### src/rtl/mem_wb_skid_stage_pkg.sv
// Shared MEM/WB core definitions: default field widths, the per-lane write-back
// record and the in-order exception kill helper.
package mem_wb_skid_stage_pkg;

    localparam int WB_DATA_W = 32;
    localparam int WB_RA_W   = 5;
    localparam int MAX_LANES = 4;

    typedef struct packed {
        logic [WB_DATA_W-1:0] pc;
        logic [WB_DATA_W-1:0] aluout;
        logic [WB_RA_W-1:0]   writereg;
        logic                 regwrite;
        logic [WB_DATA_W-1:0] mem_rdata;
        logic [WB_DATA_W-1:0] result;
    } wb_lane_t;

    // Keep bit k is set when no lane below k raised an exception.
    function automatic logic [MAX_LANES-1:0] exc_keep_mask(input logic [MAX_LANES-1:0] exc);
        logic [MAX_LANES-1:0] keep;
        logic                 seen;
        keep = {MAX_LANES{1'b0}};
        seen = 1'b0;
        for (int k = 0; k < MAX_LANES; k++) begin
            keep[k] = ~seen;
            seen    = seen | exc[k];
        end
        return keep;
    endfunction

endpackage

### src/rtl/mem_wb_skid_stage_lane_kill.sv
// Clears regwrite of every lane younger than the oldest excepting lane.
module wb_lane_kill
    import mem_wb_skid_stage_pkg::*;
#(
    parameter int LANES = 2
) (
    input  logic [LANES-1:0] in_exc,
    input  logic [LANES-1:0] in_regwrite,
    output logic [LANES-1:0] out_regwrite
);

    logic [MAX_LANES-1:0] exc_pad_s;
    logic [MAX_LANES-1:0] keep_s;
    logic                 unused_keep_s;

    always_comb begin
        exc_pad_s              = {MAX_LANES{1'b0}};
        exc_pad_s[LANES-1:0]   = in_exc;
        keep_s                 = exc_keep_mask(exc_pad_s);
        out_regwrite           = in_regwrite & keep_s[LANES-1:0];
    end

    assign unused_keep_s = ^keep_s;

endmodule

### src/rtl/mem_wb_skid_stage.sv
// MEM->WB boundary: valid/ready handshake with a main register driving WB and a
// one-entry skid register so the registered in_ready never loses a beat.
module mem_wb_skid_stage
    import mem_wb_skid_stage_pkg::*;
#(
    parameter int LANES  = 2,
    parameter int DATA_W = WB_DATA_W,
    parameter int RA_W   = WB_RA_W
) (
    input  logic                    clk,
    input  logic                    rst,
    input  logic                    flush,
    input  logic                    in_valid,
    output logic                    in_ready,
    input  logic [LANES*DATA_W-1:0] in_pc,
    input  logic [LANES*DATA_W-1:0] in_aluout,
    input  logic [LANES*DATA_W-1:0] in_mem_rdata,
    input  logic [LANES*DATA_W-1:0] in_result,
    input  logic [LANES*RA_W-1:0]   in_writereg,
    input  logic [LANES-1:0]        in_regwrite,
    input  logic [LANES-1:0]        in_exc,
    input  logic                    in_flush_exc,
    output logic                    out_valid,
    input  logic                    out_ready,
    output logic [LANES*DATA_W-1:0] out_pc,
    output logic [LANES*DATA_W-1:0] out_aluout,
    output logic [LANES*DATA_W-1:0] out_mem_rdata,
    output logic [LANES*DATA_W-1:0] out_result,
    output logic [LANES*RA_W-1:0]   out_writereg,
    output logic [LANES-1:0]        out_regwrite,
    output logic                    out_flush_exc
);

    // Flat beat layout, LSB first: regwrite, writereg, result, mem_rdata, aluout, pc.
    localparam int DW     = LANES * DATA_W;
    localparam int O_WR   = LANES;
    localparam int O_RES  = O_WR + LANES * RA_W;
    localparam int O_RD   = O_RES + DW;
    localparam int O_ALU  = O_RD + DW;
    localparam int O_PC   = O_ALU + DW;
    localparam int BEAT_W = O_PC + DW;

    logic [LANES-1:0]  killed_rw_s;
    logic [BEAT_W-1:0] in_beat_s;
    logic              accept_s;
    logic              pop_s;

    logic              m_valid_q, m_valid_d;
    logic              s_valid_q, s_valid_d;
    logic [BEAT_W-1:0] m_beat_q, m_beat_d;
    logic [BEAT_W-1:0] s_beat_q, s_beat_d;
    logic              flush_exc_q, flush_exc_d;

    wb_lane_kill #(.LANES(LANES)) u_lane_kill (
        .in_exc       (in_exc),
        .in_regwrite  (in_regwrite),
        .out_regwrite (killed_rw_s)
    );

    assign in_beat_s = {in_pc, in_aluout, in_mem_rdata, in_result, in_writereg, killed_rw_s};
    assign accept_s  = in_valid & ~s_valid_q;
    assign pop_s     = m_valid_q & out_ready;

    // Next-state for main/skid registers; emptied main slot has its regwrite cleared.
    always_comb begin
        m_valid_d   = m_valid_q;
        s_valid_d   = s_valid_q;
        m_beat_d    = m_beat_q;
        s_beat_d    = s_beat_q;
        flush_exc_d = flush_exc_q;
        if (flush) begin
            m_valid_d   = 1'b0;
            s_valid_d   = 1'b0;
            m_beat_d    = {BEAT_W{1'b0}};
            s_beat_d    = {BEAT_W{1'b0}};
            flush_exc_d = in_flush_exc;
        end else if (!m_valid_q || pop_s) begin
            if (s_valid_q) begin
                m_beat_d    = s_beat_q;
                m_valid_d   = 1'b1;
                s_valid_d   = 1'b0;
                s_beat_d    = {BEAT_W{1'b0}};
                flush_exc_d = in_flush_exc;
            end else if (accept_s) begin
                m_beat_d    = in_beat_s;
                m_valid_d   = 1'b1;
                flush_exc_d = in_flush_exc;
            end else begin
                m_valid_d            = 1'b0;
                m_beat_d[LANES-1:0]  = {LANES{1'b0}};
            end
        end else if (accept_s) begin
            s_beat_d  = in_beat_s;
            s_valid_d = 1'b1;
        end else begin
            s_valid_d = s_valid_q;
        end
    end

    // State registers with synchronous reset.
    always_ff @(posedge clk) begin
        if (rst) begin
            m_valid_q   <= 1'b0;
            s_valid_q   <= 1'b0;
            m_beat_q    <= {BEAT_W{1'b0}};
            s_beat_q    <= {BEAT_W{1'b0}};
            flush_exc_q <= 1'b0;
        end else begin
            m_valid_q   <= m_valid_d;
            s_valid_q   <= s_valid_d;
            m_beat_q    <= m_beat_d;
            s_beat_q    <= s_beat_d;
            flush_exc_q <= flush_exc_d;
        end
    end

    assign in_ready      = ~s_valid_q;
    assign out_valid     = m_valid_q;
    assign out_regwrite  = m_beat_q[LANES-1:0];
    assign out_writereg  = m_beat_q[O_WR +: LANES*RA_W];
    assign out_result    = m_beat_q[O_RES +: DW];
    assign out_mem_rdata = m_beat_q[O_RD +: DW];
    assign out_aluout    = m_beat_q[O_ALU +: DW];
    assign out_pc        = m_beat_q[O_PC +: DW];
    assign out_flush_exc = flush_exc_q;

endmodule

### config.mk
export PLATFORM = sky130hd
export DESIGN_NAME = mem_wb_skid_stage
export DESIGN_NICKNAME = d
export VERILOG_FILES = /design/src/rtl/mem_wb_skid_stage_pkg.sv /design/src/rtl/mem_wb_skid_stage_lane_kill.sv /design/src/rtl/mem_wb_skid_stage.sv
export SDC_FILE = /design/constraint.sdc
export NUM_CORES = 1
export LEC_CHECK = 0
export ABC_AREA = 1
export BUFFER_PORTS_ARGS = -buffer_cell sky130_fd_sc_hd__buf_2
export CELL_PAD_IN_SITES_DETAIL_PLACEMENT = 0
export CELL_PAD_IN_SITES_GLOBAL_PLACEMENT = 2
export CORE_MARGIN = 3
export CORE_UTILIZATION = 29
export DETAILED_ROUTE_END_ITERATION = 12
export PLACE_DENSITY = 0.89
export SLEW_MARGIN = 15
export SYNTH_ARGS = -nofsm -noshare
export SYNTH_HDL_FRONTEND = slang
export SYNTH_SLANG_ARGS = --single-unit
### constraint.sdc
create_clock -name clk -period 1.95 [get_ports clk]
set_clock_uncertainty 0.15 [all_clocks]
set_input_delay 0.195 -clock clk [delete_from_list [all_inputs] [get_ports clk]]
set_output_delay 0.195 -clock clk [all_outputs]
set_load 0.05 [all_outputs]
Word-level counts from Yosys, hierarchy flattened --
Index checks and enable logic that the tools add are counted.
Word-level totals: register bits 539, input port bits 276, output and inout bits 271, logic and storage cells 35
Operators by class: equal/unequal tests 1, mux-type cells 12, bitwise logic cells 5, reductions and logical operators 11
Operators with widths (number):
- $mux 268 | 4
- $mux 266 | 1
- $mux 1 | 6
- $reduce_and 2->1 | 3
- $reduce_bool 2->1 | 3
- $reduce_bool 3->1 | 1
- $reduce_or 3->1 | 1
- $and 1x1->1 | 2
- $and 2x2->2 | 1
- $mux 2 | 1
- $ne 2x2->1 const B | 1
- $not 1->1 | 2
- $reduce_or 2->1 | 1
- $logic_not 1->1 | 1
- $logic_or 1x1->1 | 1

Logic depth before layout (Yosys ltp) --
Gate-level depths: netlist (run 1).
depth after elaboration 6, mapped depth 8, gate-level depth less buffers 6

Hierarchy --
Synthesis (run 1) repeated with hierarchy kept, for this count alone.
Second synthesis, totals: cell total of the unflattened synthesis 3242, area, all modules 22205.0 um2
Modules (own cells, without submodules):
- mem_wb_skid_stage | instances 1, cells each 3239, area an instance 22187.5 um2, seq. area each 10790.3 um2
- wb_lane_kill | instances 1, cells each 3, area an instance 17.5 um2, seq. area each 0.0 um2

Worst setup path after synthesis (run 1) --
Ideal clock, no wire load.
path kind flip-flop to flip-flop, start point reg m_valid_q (netlist: out_valid), end point reg s_beat_q[247], library setup time 0.132 ns, arrival time 1.521 ns, data required time 1.668 ns, slack 0.147 ns, cell stages (with the launch flop) 8, buffers on the path 2, clock period less this slack 1.803 ns, cell sequence dfxtp_1 -> inv_1 -> nor2_1 -> nand2_2 -> buf_4 -> buf_2 -> nand3_1 -> a21oi_1
Between the ends: word-level cells in the longest chain between the ends 4, elaborated cells between the ends (all ways) 7, those cells by class eq/ne (1); mux (1); bitwise (1); reduce/logical (4)
RTL lines:
- start, declared | RTL line mem_wb_skid_stage.sv:48 | logic m_valid_q, m_valid_d;
- start signal, assigned | RTL line mem_wb_skid_stage.sv:109 | m_valid_q <= m_valid_d;
- $and 1x1->1 or $logic_not 1->1 (tied branches) | RTL line mem_wb_skid_stage.sv:62, mem_wb_skid_stage.sv:77
- $logic_or 1x1->1 (*) | RTL line mem_wb_skid_stage.sv:77 | end else if (!m_valid_q || pop_s) begin
- $ne 2x2->1 (no line) or $reduce_bool 2->1 (tied branches)
- $reduce_and 2->1 (no line)
- end signal, assigned | RTL line mem_wb_skid_stage.sv:106 | s_beat_q <= {BEAT_W{1'b0}};
- end signal, assigned | RTL line mem_wb_skid_stage.sv:112 | s_beat_q <= s_beat_d;
- end, declared | RTL line mem_wb_skid_stage.sv:51 | logic [BEAT_W-1:0] s_beat_q, s_beat_d;
Mark *: on every way between the ends. The rest lies on a longest branch, timed or not. A chain may end at the register's enable or synchronous reset.

Final worst setup path (run 1) --
start point reg s_valid_q, end point out in_ready
Between the ends: word-level cells in the longest chain between the ends 1
RTL lines:
- start, declared | RTL line mem_wb_skid_stage.sv:49 | logic s_valid_q, s_valid_d;
- start signal, assigned | RTL line mem_wb_skid_stage.sv:110 | s_valid_q <= s_valid_d;
- $not 1->1 | RTL line mem_wb_skid_stage.sv:117 | assign in_ready = ~s_valid_q;
- end, declared | RTL line mem_wb_skid_stage.sv:14 | output logic in_ready,
No other way between the ends.

==> results of run 1 <==
==> worst reg2reg max path, delay by kind of cell, from the launching register on <==
family	cells	cell delay [ns]
and+or+nand+nor	3	0.41
DFF	1	0.38
AOI/OAI and AO/OA	1	0.16
buffers and inverters	3	0.65
==> layer usage <==
metal	up-vias	track usage [%]	wire length, um
li1	11930	-	-
met1	10910	25.65	36850
met2	613	35.31	41120
met3	114	3.465	4220
met4	0	6.450	2116
met5	-	0	0
==> cell usage in the layout, fill, tap and decap left out, drive strengths merged <==
cell,Yosys,routed
nand2,1080,1080
buf,176,673
nor2,542,542
dfxtp,539,539
dlygate4sd3,0,274
a21oi,271,271
nand3,270,270
o21ai,266,266
clkbuf,87,97
inv,9,17
clkinv,0,9
diode,0,5
bufinv,0,2
clkinvlp,0,2
nand3b,1,1
nor3,1,1
bufbuf,0,1
==> power breakdown <==
group | total, mW | switching [mW] | internal, mW
combinational | 3.62 | 2.33 | 1.29
sequential | 11.5 | 0.178 | 11.3
clock | 12.3 | 5.11 | 7.16
total | 27.4 | 7.61 | 19.7
==> layout make-up <==
| type | instances | area [um^2] | share of cell area [%] |
|---|---|---|---|
| antenna | 5 | 12.51 | 0.03942 |
| clock buffer | 97 | 1908 | 6.012 |
| clock inverter | 21 | 249.0 | 0.7845 |
| inverter | 9 | 56.30 | 0.1774 |
| multi-input combinational | 2431 | 10210 | 32.18 |
| sequential | 539 | 10790 | 34.01 |
| tap | 1020 | 1276 | 4.021 |
| timing repair buffer | 948 | 7228 | 22.77 |
==> cells in the mapped netlist <==
cell	n
sky130_fd_sc_hd__buf_2	144
sky130_fd_sc_hd__buf_4	23
sky130_fd_sc_hd__inv_1	5
sky130_fd_sc_hd__o21ai_0	66
sky130_fd_sc_hd__nor3_1	1
sky130_fd_sc_hd__clkbuf_4	4
sky130_fd_sc_hd__nand2_4	1
sky130_fd_sc_hd__a21oi_1	271
sky130_fd_sc_hd__nand3_1	270
sky130_fd_sc_hd__nand3b_1	1
sky130_fd_sc_hd__inv_2	4
sky130_fd_sc_hd__nand2_1	1076
sky130_fd_sc_hd__buf_6	1
sky130_fd_sc_hd__nor2_4	1
sky130_fd_sc_hd__nand2_2	3
sky130_fd_sc_hd__nor2_2	1
sky130_fd_sc_hd__buf_1	8
sky130_fd_sc_hd__clkbuf_1	83
sky130_fd_sc_hd__dfxtp_1	539
sky130_fd_sc_hd__o21ai_1	200
sky130_fd_sc_hd__nor2_1	540
==> path summary, 6_finish.rpt <==
path / startpoint / endpoint / cells past startpoint
hold / removal: in_flush_exc / out_flush_exc$_SDFFE_PP0P_ / 4
setup / recovery: s_valid_q$_SDFFE_PP0P_ / in_ready / 3
setup reg to reg: s_valid_q$_SDFFE_PP0P_ / s_beat_q[115]$_SDFFE_PP0P_ / 7
hold reg to reg: m_beat_q[154]$_SDFFE_PP0P_ / m_beat_q[154]$_SDFFE_PP0P_ / 2
==> per-stage QoR <==
step | util, % | power, mW | setup slack [ns] | cell area, um^2
6_report | 42.21 | 27.36 | 0.08744 | 31740
5_1_grt | 42.21 | 28.53 | 0.007901 | 31740
4_1_cts | 42.19 | 27.77 | 0.03105 | 31720
3_5_place_dp | 35.61 | 14.88 | 0.1041 | 26780
3_3_place_gp | 35.61 | 14.87 | 0.1138 | 26780
2_1_floorplan | - | 13.64 | 0.1469 | 22270
==> state kept, by name, indices dropped and copies added, names as in the netlist <==
register,cells
m_beat_q,268
out_flush_exc,1
s_valid_q,1
s_beat_q,268
out_valid,1
==> timing repair <==
item	in CTS	in global routing
cloned	1	0
resized for setup	3	1
buffers inserted	0	0
pin swaps	0	0
hold buffers	274	0
endpoints found under the setup margin	1	1
hold endpoints to repair	539	0
==> kinds of logic after synthesis <==
group                  count (synthesis)  share of synthesized area (%)
AOI/OAI and AO/OA                    537                          12.07
DFF                                  539                          48.46
and+or+nand+nor                     1894                          33.58
buffers and inverters                272                          5.884
==> results list, run 1 <==
- Reg2reg setup slack: between 0.1 and 0.15 ns
- The HPWL after detailed placement is 56180 um.
- Number of sinks on the clock net: between 500 and 600
- The floorplan step set the die width to 283.1 um.
* WL/cell: between 15 and 20 um
- Hold Crit Class: in2reg
- Family of cells with the greatest summed delay on the critical path: buffers and inverters
- Largest net degree at the start of global routing: 76
- Vias after detailed routing: 23570
- Clock latency reported for the late side of the worst-skew pair: 0.60 ns
- DP Cell Count: 4672
- Once the floorplan was initialized, standard cells occupied 29.61% of the core.
- The cell area that synthesis handed to floorplanning was 22270 um^2.
- CP startpoint kind: flip-flop
* Cells after synthesis: 3242
- IR analysis of the VDD net gives a maximum drop of 0.5424 mV.
* Total Neg Setup Slack: 0 ns
- CP max stage cell: sky130_fd_sc_hd__dfxtp_4
* Top cell type's share of synthesized area: between 40 and 50%
* Max-cap violation count: 0
* Max Buffers Root-to-Sink: 3
* P&R area growth vs syn: 42.55%
* Total power density per cell area: 861.9 nW/um^2
* Number of antenna-violating nets in the routed design: 0
- In this run, CTS created clock tree buffers numbering 66.
* Fin crit period: 1.863 ns
- The net count of the finished layout is 4271.
- Final setup violation count: 0
- Final worst-path cycle share: 95.52%
- Mean Syn Cell Area: 6.868 um^2
* All-layer global routing usage: 20.33%
* Area leader, netlist: sky130_fd_sc_hd__dfxtp_1
- Number of flip-flops and latches in the synthesized netlist: 539
- Data on the critical path arrives at its endpoint at around 1.5 ns.
* Final Hold Violating Endpoints: 0
* Cell Count, Final, Fillers Out: a little over 5000
- The via count of the first global-routing pass came to 22820.
* Count of distinct cell types in the synthesized netlist: 21
* Worst max-slew margin expressed relative to the limit: 70.25%
- In this run, the number of DRC markers left after iteration 0 of detailed routing was 1361.
* Outcome: completed
- GRT overflow: 0
- Post-Synthesis Net Count: 3518
- After filler insertion, the fill cell instance count of the layout stands at ~8000.
- The post-route netlist has 19.48% of its cells at a drive strength greater than 1.
- Setup repair after global routing left no endpoint under its margin.
- Along the worst path, the maximum fanout reaches 26.
- CTS H-tree depth: 3
- CTS clk-pin slew, worst paths: ~0.060 ns
- Clock tree from TritonCTS: built
- The share of the Yosys chip area taken by registers is between 40% and 50%.
- Summed over all cells, the static leakage comes to 14.09 nW.
- Crit Path Category: reg2out
* Delay of the slowest cell on the worst path: 0.38 ns
- Via-per-instance ratio: 4.648
- Before antenna repair, the detailed router went through 5 iterations.
* # rows: 100
- The first global-routing pass estimated 132400 um of wire.
- For the pin with the worst max-slew slack, the measured transition is 0.4416 ns.
- The floorplan step set the die height to 283.1 um.
- The initial antenna violation count was 5.
- Across all hold checks on the routed design, the worst slack comes to 0.2457 ns.
- STA classifies the critical path endpoint as a primary output.
- Remaining routing DRC violations: 0
- Final weighted congestion of routability-driven global placement: 0.7907
- The number of pins exceeding their max-slew limit in the final report is 0.
* Critical path cell sequence: inv_8 > buf_16 > buf_6
* Largest cells by area after synthesis: sky130_fd_sc_hd__dfxtp_1 (48%), sky130_fd_sc_hd__nand2_1 (18%), sky130_fd_sc_hd__nor2_1 (9.1%)
* Wirelength, routed: about 84000 um
- Counting both buffers and inverters, the worst setup path holds a total of 3.
* Count of input and output buffers: roughly 550
* Buffer cell driving the clock tree root: sky130_fd_sc_hd__clkbuf_16
- In this run the standard cell core region covers between 70000 and 80000 um^2.
* I/O pin cnt: 547
* Yosys Warn Count: 0
- Data required, critical path: roughly 1.6 ns
- The die covers 80140 um^2.
- Derived from the worst setup path, the maximum achievable clock frequency is 536.9 MHz.
No activity file was read; power rests on OpenSTA's default activity.
==> run 2: changes to the inputs <==
ABC_AREA = default   (was 1)
CORE_ASPECT_RATIO = 1.75   (was default)
CORE_UTILIZATION = 33   (was 29)
==> run 2 against run 1 <==
Sequential cell count unchanged. Sequential share of layout area up 3.9 points. Non-clock buffer count down 45. Clock-buffer cell count down 27. Sequential power about the same. Routed wire length down 19%. Combinational power down 6.1%. Hold slack worse by 0.026 ns. Cell count down 33%. Clock power down 20%. Utilization up 4.9 points. Critical endpoint is now m_beat_q[264]$_SDFFE_PP0P_.
==> results list, run 2 <==
- The number of pins exceeding their max-slew limit in the final report came to 0.
- Number of flip-flops and latches in the synthesized netlist: 539
- The synthesized netlist devotes 0% of its cell area to XOR and XNOR gates.
* Post-Synth Adder-Cell Area: 0%
* Largest cells by area after synthesis: sky130_fd_sc_hd__dfxtp_1 (53%), sky130_fd_sc_hd__mux2i_1 (13%), sky130_fd_sc_hd__a22o_1 (12%)
- Dividing the final minimum period by the clock period gives between 90% and 100%.
* Antenna violations before repair: 2
- Number of buffers created by CTS: 49
* Max Buffers Root-to-Sink: 3
- The flow ran to the end, and the final reports show no timing, DRC or antenna violations.
- The region available for standard cell placement spans 60450 um^2.
* Number of cells on the worst reg-to-reg path: 4
- After routing, the total negative slack on setup checks comes to 0 ns.
* Die Width: 193.1 um
* CP max stage cell: sky130_fd_sc_hd__dlygate4sd3_1
* Setup repair bufs after CTS: 0
- Setup repair after global routing left no endpoint under its margin.
- The worst register-to-register path ends at m_beat_q[137]$_SDFFE_PP0P_.
* Biggest regs: m_beat_q: 268 flops, s_beat_q: 268 flops
* Sink of the worst hold path: s_beat_q[239]$_SDFFE_PP0P_
* Final Hold Violating Endpoints: 0
* Startpoint of the most critical hold path: in_pc[35]
* Post-Synthesis Net Count: approximately 2100
- The worst setup path is launched from an input port.
- After synthesis, the largest family of logic cells by area is compound AO/OA/AOI/OAI gates.
- Multiplexer fraction of the synthesized cell area: between 10% and 20%
- For flop-to-flop paths, the worst setup slack is 0.08 ns.
- STA puts the critical path data required time at 2.27 ns.
- The synthesized design contains 0 enable-type register cells.
- The smallest clock period supported by the final layout is computed as 1.925 ns.
- Yosys mapped the design onto 25 distinct sky130hd cell types.
- Detailed-routing iteration count for the pre-antenna-repair pass: 4
* Buffering stage count on the worst path with inverters included: 4
- Fraction of the yosys area taken by sequential cells: 53.37%
- Post-Syn Area: 20220 um^2
- For this run, the total global-route usage over all layers was measured as between 20 and 25%.
- Final weighted congestion of routability-driven global placement: 0.8101
* Wirelength, routed: 68080 um
- For this run, the top clock speed supported by timing is about 520 MHz.
- In this run the mean area of a mapped cell was 10.99 um^2.
- In the routed design, unresolved DRC markers number 0.
* Via-per-instance ratio: ~5.4
- The worst hold path passes through 3 cells.
* Share of flip-flops with an asynchronous set or reset: 0%
* Starting utilization of the core area: about 33%
* Most used flip-flop cell after synthesis: sky130_fd_sc_hd__dfxtp_1
- Top cell type's share of synthesized area: between 50% and 60%
- Total power density per cell area: 865.2 nW/um^2
* Share of final-layout standard cells stronger than drive strength 1: 27.39%
* Initial detailed-routing violation count: 774
- In the layout the commonest cells are sky130_fd_sc_hd__buf_2 (545), sky130_fd_sc_hd__dfxtp_1 (537), sky130_fd_sc_hd__dlygate4sd3_1 (275), sky130_fd_sc_hd__a21oi_1 (270).
- Worst max-slew margin expressed relative to the limit: 44.56%
- WL/cell: 19.97 um
- The library cell used most frequently in the layout, excluding fill and tap cells, is sky130_fd_sc_hd__buf_2.
- Count of input and output buffers: 545
* GRT overflow: 0
- Data arrives at the worst endpoint at 2.24 ns.
* Measured slew at the worst slew-check pin: 0.8316 ns
* Maximum fanout along the worst path: about 120
* Cells after synthesis: 1840
* IR drop worst, VDD: 0.7336 mV
* CTS H-tree depth: 2
- The floorplan has 119 rows.
- Final setup violation count: 0
- The cell sitting at the root of the clock tree is a sky130_fd_sc_hd__clkbuf_16.
- The via count of the first global-routing pass was 18560.
- The worst setup path is of the in2reg kind.
- After layout, the design draws a total of 24.64 mW.
- The largest single stage delay on the critical path is 0.55 ns.
* # fillers: 5592
* Compound-Gate Fraction of Synth Area: 28.36%
- Yosys Warn Count: 0
- The clock reaches the later pin of the worst-skew pair after 0.59 ns.
* Die height: 333.4 um
- Max-cap violation count: 0
* Clock tree from TritonCTS: built
- Die area: 64390 um^2
* Area fraction in and, or, nand and nor cells after synthesis: 0.4332%
* P_leak: 11.48 nW
- By count the netlist is led by sky130_fd_sc_hd__dfxtp_1 (539), sky130_fd_sc_hd__a21oi_1 (270), sky130_fd_sc_hd__a22o_1 (267), sky130_fd_sc_hd__mux2i_1 (267), sky130_fd_sc_hd__a211oi_1 (266).
- The count of nets left with antenna violations once routing finished came out at 0.
- The path class of the tightest hold or removal check is in2reg.
- Critical path cell sequence: dlygate4sd3_1 > buf_2 > or2_4 > buf_4 > buf_12 > a211oi_1
* I/O pin cnt: 547
- After clock tree synthesis, the clock-pin slew on the worst setup and hold paths is 0.06 ns.
* Area leader, netlist: sky130_fd_sc_hd__dfxtp_1
- Most used standard cell by instance count after synthesis: sky130_fd_sc_hd__dfxtp_1
- Global-route wire length before repair: 105200 um
- Vias after detailed routing: 18260
- Sum of net half-perimeters after detailed placement: 44160 um
* Worst r2r src: out_valid$_SDFFE_PP0P_
- After the last flow step, the layout net total stands at 2860.
- Entering global routing, the biggest net connects 129 pins.
- The kind of cell with the highest combined delay along the critical path is buffers and inverters.
- Kind of end point of the critical path: flip-flop
- P&R area growth vs syn: 40.86%
- CTS saw 539 sinks.
[run 2: cell count changes after synthesis, sizes merged, moves of 2 or more]
cell	change
nand2	-1079
nor2	-540
nand3	-269
a211oi	+267
a22o	+267
mux2i	+267
o21ai	-264
buf	-71
clkbuf	+18
inv	-7
nand2b	+3
and2	+2
or2	+2
[run 2: power breakdown]
group | total, mW | internal [mW] | switching [mW]
Clock | 9.80 | 5.46 | 4.34
Combinational | 3.40 | 1.25 | 2.15
Sequential | 11.4 | 11.3 | 0.156
[run 2: worst max path at each step]
| stage | startpoint | end | slack (ns) | cells past startpoint |
|---|---|---|---|---|
| after global placement | s_valid_q$_SDFFE_PP0P_ | s_beat_q[15]$_SDFFE_PP0P_ | 0.14 | 5 |
| final | flush | m_beat_q[264]$_SDFFE_PP0P_ | 0.03 | 6 |
| after global routing | s_valid_q$_SDFFE_PP0P_ | in_ready | 0.003 | 3 |
| after CTS | s_valid_q$_SDFFE_PP0P_ | in_ready | 0.003 | 3 |
| after floorplan | s_valid_q$_SDFFE_PP0P_ | m_beat_q[0]$_SDFFE_PP0P_ | 0.08 | 6 |
| after detailed placement | s_valid_q$_SDFFE_PP0P_ | s_beat_q[48]$_SDFFE_PP0P_ | 0.10 | 5 |
[run 2: final cells by class]
cell class	count	area (um^2)	share of cell area [%]
Timing Repair Buffer	903	6554	23.01
Antenna cell	2	5.005	0.01757
Clock buffer	70	1489	5.228
Inverter	2	7.507	0.02636
Tap cell	786	983.4	3.453
Sequential cell	539	10800	37.91
Clock inverter	18	132.6	0.4657
Multi-Input combinational cell	1089	8511	29.89
[run 2: cells by family (layout without fill, tap and decap cells)]
logic type | after synthesis | count (layout)
flip-flops | 539 | 539
other | 0 | 2
AND/OR/NAND/NOR | 14 | 14
AO/OA/AOI/OAI | 808 | 808
buffers and inverters | 212 | 993
multiplexers | 267 | 267
[run 2: timing repair]
action / CTS / global route
hold buffers: 275 / 0
gates resized for setup: 0 / 0
hold endpoints to repair: 539 / 0
[run 2: tightest hold or removal path, cell delays in order]
cell,delay [ns]
sky130_fd_sc_hd__dlygate4sd3_1,0.52
sky130_fd_sc_hd__buf_2,0.11
sky130_fd_sc_hd__a22o_1,0.11
[run 2: per-layer routing]
| layer | track usage (%) | vias up | share of wire [%] |
|---|---|---|---|
| met1 | 24.55 | 8823 | 40 |
| met4 | 7.454 | 0 | 3.6 |
| met2 | 33.76 | 763 | 48 |
| met5 | 0 | - | 0 |
| li1 | - | 8544 | - |
| met3 | 4.953 | 127 | 7.9 |
[run 2: metrics by stage]
stage / std cells / util (%) / setup WS, ns / area, um^2 / hold WS [ns]
6_report: 3409 / 47.11 / 0.02549 / 28480 / 0.2201
5_1_grt: 3408 / 47.10 / 0.002511 / 28470 / 0.1945
4_1_cts: 3407 / 47.10 / 0.002774 / 28470 / 0.1592
3_5_place_dp: 3044 / 39.86 / 0.1049 / 24100 / 0.2744
3_3_place_gp: 3044 / 39.86 / 0.1405 / 24100 / 0.2700
2_1_floorplan: 1840 / - / 0.07992 / 20220 / 0.1705
